<file path="src/rtl/pipe_skid_reg_pkg.sv">
// Shared pipeline definitions: stage state encoding and default payload width.
package pipe_skid_reg_pkg;

    localparam int PIPE_W = 32;

    typedef enum logic [1:0] {
        EMPTY = 2'd0,
        BUSY  = 2'd1,
        FULL  = 2'd2
    } skid_state_t;

endpackage

</file>
<file path="src/rtl/pipe_skid_reg_sat_counter.sv">
// Saturating up-counter for performance monitoring; sticks at all-ones until reset.
module sat_counter #(
    parameter int W = 16
) (
    input  logic         clk,
    input  logic         rst_n,
    input  logic         inc,
    output logic [W-1:0] cnt
);

    logic [W-1:0] cnt_q;
    logic [W-1:0] cnt_d;

    always_comb begin
        cnt_d = cnt_q;
        if (inc && (cnt_q != '1)) begin
            cnt_d = cnt_q + W'(1);
        end
    end

    always_ff @(posedge clk or negedge rst_n) begin
        if (!rst_n) begin
            cnt_q <= '0;
        end else begin
            cnt_q <= cnt_d;
        end
    end

    assign cnt = cnt_q;

endmodule

</file>
<file path="src/rtl/pipe_skid_reg.sv">
// Pipeline stage register with valid/ready handshake, one-entry skid buffer,
// synchronous flush and a saturating stall counter.
//
// state | meaning
// EMPTY | nothing held; out_valid=0, in_ready=1
// BUSY  | main holds a beat; out_valid=1, in_ready=1
// FULL  | main and skid both hold beats; out_valid=1, in_ready=0
module pipe_skid_reg
    import pipe_skid_reg_pkg::*;
#(
    parameter int WIDTH = PIPE_W,
    parameter int CNT_W = 16
) (
    input  logic             clk,
    input  logic             rst_n,
    input  logic             in_valid,
    output logic             in_ready,
    input  logic [WIDTH-1:0] in_data,
    input  logic             flush,
    output logic             out_valid,
    input  logic             out_ready,
    output logic [WIDTH-1:0] out_data,
    output logic [CNT_W-1:0] stall_cnt
);

    skid_state_t      state_q, state_d;
    logic [WIDTH-1:0] main_q, main_d;
    logic [WIDTH-1:0] skid_q, skid_d;
    logic             accept;
    logic             emit;

    // Handshake outputs come from the state register only, so there is no
    // combinational path from out_ready to in_ready or in_valid to out_valid.
    assign in_ready  = (state_q != FULL);
    assign out_valid = (state_q == BUSY) || (state_q == FULL);
    assign out_data  = main_q;

    assign accept = in_valid & in_ready;
    assign emit   = out_valid & out_ready;

    always_comb begin
        state_d = state_q;
        main_d  = main_q;
        skid_d  = skid_q;
        if (flush) begin
            state_d = EMPTY;
            main_d  = '0;
            skid_d  = '0;
        end else begin
            case (state_q)
                EMPTY: begin
                    if (accept) begin
                        main_d  = in_data;
                        state_d = BUSY;
                    end
                end
                BUSY: begin
                    if (emit && accept) begin
                        main_d = in_data;
                    end else if (emit) begin
                        state_d = EMPTY;
                    end else if (accept) begin
                        skid_d  = in_data;
                        state_d = FULL;
                    end
                end
                FULL: begin
                    if (emit) begin
                        main_d  = skid_q;
                        state_d = BUSY;
                    end
                end
                default: begin
                    state_d = EMPTY;
                end
            endcase
        end
    end

    always_ff @(posedge clk or negedge rst_n) begin
        if (!rst_n) begin
            state_q <= EMPTY;
            main_q  <= '0;
            skid_q  <= '0;
        end else begin
            state_q <= state_d;
            main_q  <= main_d;
            skid_q  <= skid_d;
        end
    end

    sat_counter #(
        .W (CNT_W)
    ) u_stall_cnt (
        .clk   (clk),
        .rst_n (rst_n),
        .inc   (out_valid & ~out_ready),
        .cnt   (stall_cnt)
    );

endmodule

</file>
<file path="config.mk">
export PLATFORM = sky130hd
export DESIGN_NAME = pipe_skid_reg
export DESIGN_NICKNAME = d
export VERILOG_FILES = /design/src/rtl/pipe_skid_reg_pkg.sv /design/src/rtl/pipe_skid_reg_sat_counter.sv /design/src/rtl/pipe_skid_reg.sv
export SDC_FILE = /design/constraint.sdc
export NUM_CORES = 1
export LEC_CHECK = 0
export CAP_MARGIN = 20
export CORE_UTILIZATION = 40
export CTS_CLUSTER_DIAMETER = 150
export DETAILED_ROUTE_END_ITERATION = 10
export GPL_TIMING_DRIVEN = 0
export PLACE_DENSITY = 0.65
export SKIP_LAST_GASP = 1
export SYNTH_ARGS = -nofsm -noshare
export SYNTH_HDL_FRONTEND = slang
export SYNTH_SLANG_ARGS = --single-unit
</file>
<file path="constraint.sdc">
create_clock -name clk -period 5.65 [get_ports clk]
set_input_delay 1.13 -clock clk [delete_from_list [all_inputs] [get_ports clk]]
set_output_delay 1.13 -clock clk [all_outputs]
set_load 0.01 [all_outputs]
</file>
Word-level counts from Yosys, hierarchy flattened
Cells that the tools add are included.
Cells by class
  add/subtract/negate cells: 1
  equal/unequal tests: 11
  mux-type cells: 16
  bitwise gates (word level): 4
  reduce and logical (&&, ||, !) cells: 10
Operator list (count)
  32-bit two-way mux: 8
  32-bit case mux with 3 select lines: 1
  16-bit by 1-bit adder with 16-bit output, second input constant: 1
  16-bit inequality test, second input constant: 1
  2-bit two-way mux: 6
  4-bit AND reduction: 3
  3-bit inequality test, second input constant: 3
  2-bit inequality test, second input constant: 3
  2-bit case mux with 3 select lines: 1
  4-bit inequality test, second input constant: 1
  2-bit nonzero test: 2
  4-bit nonzero test: 1
  1-bit AND: 3
  3-bit by 2-bit inequality test with 1-bit output, second input constant: 1
  2-bit by 1-bit == test with 1-bit output, second input constant: 1
  2-bit == test, second input constant: 1
  1-bit logical AND: 2
  2-bit logical NOT: 1
  1-bit logical OR: 1
  1-bit inverter: 1
Storage, ports and cells
  bits in registers: 82
  input port bits: 37
  output and inout port bits: 50

Logic depth before layout (Yosys ltp)
  depth in word-level cells: 7
  mapped depth: 9
  depth with buffers taken out: 6

By module
From an unflattened synthesis, not the netlist that was laid out.
Second synthesis, totals
  cells, all modules: 387
  area total of the unflattened synthesis: 4221.5 um^2
By module, submodules not included
  pipe_skid_reg: instances 1, cells each 315, area an instance 3362.0 um^2, seq. area each 1651.6 um^2
  sat_counter: instances 1, cells each 72, area an instance 859.6 um^2, seq. area each 400.4 um^2

Worst setup path before layout
OpenSTA, ideal clock, no wires.
  path kind: input-to-reg
  start: input out_ready
  end: register main_q[15] (netlist: out_data[15])
  library setup time: 145 ps
  arrival: 2142 ps
  required time: 5505 ps
  path slack: 3362 ps
  cell stages on the path: 6
  path buffers: 2
  cell sequence: nand2_2 > a2111oi_4 > or2_1 > buf_6 > buf_8 > a211oi_1
Between the ends
  word-level cells in the longest chain between the ends: 4
  elaborated cells on any way between the ends: 5
Ends and longest elaborated chain
  start, declared: RTL line pipe_skid_reg.sv:21  | input logic out_ready,
  1-bit AND (*): RTL line pipe_skid_reg.sv:39  | assign emit = out_valid & out_ready;
  1-bit logical AND: RTL line pipe_skid_reg.sv:58  | if (emit && accept) begin
  3-bit by 2-bit inequality test with 1-bit output (no source line)
  4-bit AND reduction (no source line) (*)
  end signal, assigned: RTL line pipe_skid_reg.sv:87  | main_q <= main_d;
  end, declared: RTL line pipe_skid_reg.sv:27  | logic [WIDTH-1:0] main_q, main_d;
Every way passes the cells marked *; elsewhere a longest branch is shown, timed or not.
A chain may end at the register's enable or synchronous reset.

Worst setup path after layout
  start: register state_q[0]
  end: output in_ready
Between the ends
  word-level cells in the longest chain between the ends: 1
Ends and longest elaborated chain
  start, declared: RTL line pipe_skid_reg.sv:26  | skid_state_t state_q, state_d;
  start signal, assigned: RTL line pipe_skid_reg.sv:86  | state_q <= state_d;
  2-bit inequality test: RTL line pipe_skid_reg.sv:34  | assign in_ready = (state_q != FULL);
  end, declared: RTL line pipe_skid_reg.sv:17  | output logic in_ready,
No other way between the ends.

==> results.md <==
Run status:
- The flow ran to the end, and the final reports show no timing, DRC or antenna violations.

Pwr:
- The largest vdd supply drop is 161 µV.
- Power spread over the standard cell area amounts to 319 nW/µm².
- The total chip power is 0.00170 W.
- The analysis attributes to cell leakage a power of 2.11 nW.

Yosys:
- The number of flops mapped to enable cells by yosys is 0.
- The synthesis-stage register bit count is 82.
- The average footprint of a synthesized cell is 10.5 µm².
- The total standard cell area after synthesis is 4050 µm².
- The count of cell types in the netlist is 42.
- Yosys printed 0 warnings.
- After synthesis, the largest area contributor takes up 50.7% of total cell area.
- In the synthesized netlist the async set-or-reset flop fraction comes to 100%.
- Sequential cells were found to cover 50.7% of the synthesized design area.
- The library cell with the largest summed area after synthesis is sky130_fd_sc_hd__dfrtp_1.
- Counting every net in the synthesized netlist gives 429.
- By count the netlist is led by sky130_fd_sc_hd__dfrtp_1, sky130_fd_sc_hd__nand2_1, sky130_fd_sc_hd__nor3_1.
- The cell count after synthesis came out at 386.
- The most repeated cell in the gate-level netlist after synthesis is sky130_fd_sc_hd__dfrtp_1.
- For this run, the leading register cell type out of synthesis is sky130_fd_sc_hd__dfrtp_1.
- Ranked by total cell area, the synthesized netlist is headed by sky130_fd_sc_hd__dfrtp_1, sky130_fd_sc_hd__mux2i_1, sky130_fd_sc_hd__nand2_1.

STA:
- The count of endpoints failing setup in the final report is 0.
- The post-route setup TNS is 0 ns.
- The final count of hold timing violations came to 0.
- For the final database, setup skew stands at 0.0108 ns.
- For the pin with the worst max-slew slack, the measured transition is 0.818 ns.
- The count of pins over their slew limit is 0.
- The post-route minimum period is 3.01 ns.
- The normalized max-slew margin is 45.5%.
- The period utilization is 53.3%.
- Setup repair after global routing left no endpoint under its margin.
- The upper clock frequency limit is 332 MHz.

Global routing:
- After global routing the overflow that remains totals 0.
- The total routing resource utilization after global routing is 19.5%.
- The number of antenna violations at the first check in global routing was 0.
- The number of global-route vias before repair came to 3280.
- Entering global routing, the biggest net connects 48 pins.
- The first global-routing pass estimated 15.9 mm of wire.

Job:
- The number of max-capacitance violations reported is 0.

Critical path:
- The worst setup path is captured at a primary output.
- The critical path arrival is 1.88 ns.
- The reg-to-reg critical path startpoint is state_q[0]$_DFFE_PN0P_.
- The critical path is of the flip-flop to primary output type.
- STA puts the critical path data required time at 4.52 ns.
- Of all nets on the critical path, the largest fanout is 5.
- In this run the worst setup path begins at state_q[0]$_DFFE_PN0P_.
- The startpoint type of the worst setup path is a flip-flop.
- Across all register-to-register paths, the minimum setup slack is 3.30 ns.

Layout:
- Cells fill 54.4% of the core in the end.
- Summing all non-filler instances in the final layout gives an area of 5320 µm².
- The final net count is 526.
- The fraction of layout instances using a drive strength above 1 is 11.1%.
- The count of fill cells added during filler insertion is 929.
- Compared with the post-synthesis result, the final layout area differs by 31.4%.
- The repair_antennas step left the layout with diodes totalling 0.

Floorplanning:
- The die is 103 µm tall.
- The row count is 36.
- Measured along the x axis, the die boundary spans 103 µm.
- The full die area is 10500 µm².
- The core region area is 9770 µm².
- The initial cell density of the core is 41.4%.
- In this run the count of I/O pins placed on the die edge is 87.

Detailed routing:
- The wire length reported by the detailed router is 9.67 mm.
- The met3 layer wire length in the routed design is 466 µm.
- The total via count in the routed design is 3254.
- In this run the remaining antenna-violating nets after routing total 0.
- The detailed-routing iteration count for the pre-antenna-repair pass is 4.
- The total routed wire length on the met1 layer is 4.70 mm.
- The uppermost layer routed is met4.
- The remaining routing DRC violations is 0.
- In the routed layout, each cell is associated on average with a via count of 5.24.
- In this run, the number of DRC markers left after iteration 0 of detailed routing was 64.
- Detailed routing placed a total of 4.38 mm of wire on met2.
- The detail-routed net length per standard cell is 15.6 µm.

Clock tree:
- The number of buffers added to fix hold violations after cts is 0.
- In this run the post-CTS setup repair buffer count came out at 0.
- The clock slew at the register clock pins of the worst setup and hold paths is 0.08 ns.
- Clock latency on the worst-skew pair, taken at its later pin, is 0.34 ns.
- Post-CTS repair changed the size of 0 cells.
- The clock root buffer is sky130_fd_sc_hd__clkbuf_8.
- The number of H-tree branching levels is 3.
- The clock tree from TritonCTS is built.
- The number of buffers on the longest clock path is 2.
- The tree built by TritonCTS fans out to 82 sinks.
- Counting the buffers created by CTS gives 9.

Placed design:
- The congestion estimate from routability-driven global placement came to 0.867.
- In this run the tool buffered the top-level ports with 85 buffer cells.
- The detailed placer's ending HPWL is 6.72 mm.
- The area after detailed placement is 5090 µm².

Hold path:
- The startpoint of the tightest hold check path is u_stall_cnt.cnt[6]$_DFFE_PN0P_.
- In this run the worst hold path is classified as flip-flop to flip-flop.
[state kept, by name (all words and copies together) (netlist names)]
signal / count
state_q: 2
out_data: 32
skid_q: 32
u_stall_cnt.cnt: 16
[layout make-up]
cell class              instances  area (µm²)  area share, %
multi-input cells             271        1810           34.0
well taps                     133         166           3.13
flip-flops and latches         82        2050           38.6
clock buffers                  12         155           2.92
inverters                       4        15.0          0.282
clock inverters                 4        73.8           1.39
plain buffers                  29         173           3.25
repair buffers                 86         876           16.5
[path summary, 6_finish.rpt]
path | endpoint | cells past startpoint
max | in_ready | 5
min | u_stall_cnt.cnt[6]$_DFFE_PN0P_ | 1
max reg2reg | out_data[26]$_DFFE_PN0P_ | 8
min reg2reg | u_stall_cnt.cnt[6]$_DFFE_PN0P_ | 1
max in group asynchronous | out_data[3]$_DFFE_PN0P_ | 2
min in group asynchronous | u_stall_cnt.cnt[4]$_DFFE_PN0P_ | 1
[cell families (layout without fill, tap and decap cells)]
family	after synthesis	in the layout	share of synthesized area, %
simple gates	137	137	15.9
flops	82	82	50.7
mux	33	33	8.19
xor+xnor	15	15	3.24
fa+ha+maj	6	6	1.85
compound gates	80	80	15.5
buf+inv	33	135	4.64
[through the flow]
stage          hold slack, ns  instances  setup WS, ns
4_1_cts                 0.503        621          2.61
3_3_place_gp            0.488        604         0.427
5_1_grt                 0.538        621          2.52
2_1_floorplan           0.501        386          3.36
6_report                0.504        621          2.64
3_5_place_dp            0.490        605          2.47
[power breakdown]
group	total (W)	internal, W	switching [W]
registers	0.000716	0.000661	0.0000555
clock network	0.000485	0.000274	0.000212
logic	0.000495	0.000250	0.000245
[worst max-delay path: stages (launching register included)]
cell and delay [ns]:
sky130_fd_sc_hd__dfrtp_1 0.41, sky130_fd_sc_hd__inv_1 0.10, sky130_fd_sc_hd__ha_1 0.19, sky130_fd_sc_hd__buf_2 0.15, sky130_fd_sc_hd__inv_1 0.11, sky130_fd_sc_hd__clkdlybuf4s50_1 0.59
[per-layer routing]
layer  vias to the layer above  track usage [%]
met2                        89             31.2
li1                       1559                -
met5                         -                0
met4                         0             6.37
met1                      1595             26.7
met3                        11             3.80
[cells in the final DEF, fill, tap and decap left out, types with 3 or more instances in the layout]
cell type and count:
sky130_fd_sc_hd__a211oi_2 19, sky130_fd_sc_hd__nand2_1 71, sky130_fd_sc_hd__dfrtp_1 82, sky130_fd_sc_hd__a21oi_1 34
sky130_fd_sc_hd__inv_1 4, sky130_fd_sc_hd__o211ai_1 3, sky130_fd_sc_hd__ha_1 6, sky130_fd_sc_hd__buf_2 6
sky130_fd_sc_hd__a211oi_1 13, sky130_fd_sc_hd__clkbuf_8 11, sky130_fd_sc_hd__nand4_1 4, sky130_fd_sc_hd__o21ai_0 4
sky130_fd_sc_hd__mux2i_1 32, sky130_fd_sc_hd__nor3_1 37, sky130_fd_sc_hd__xor2_1 8, sky130_fd_sc_hd__clkdlybuf4s50_1 84
sky130_fd_sc_hd__nor4_1 4, sky130_fd_sc_hd__buf_6 4, sky130_fd_sc_hd__xnor2_1 7, sky130_fd_sc_hd__clkbuf_1 17
Power figures use the tool's default switching activity.
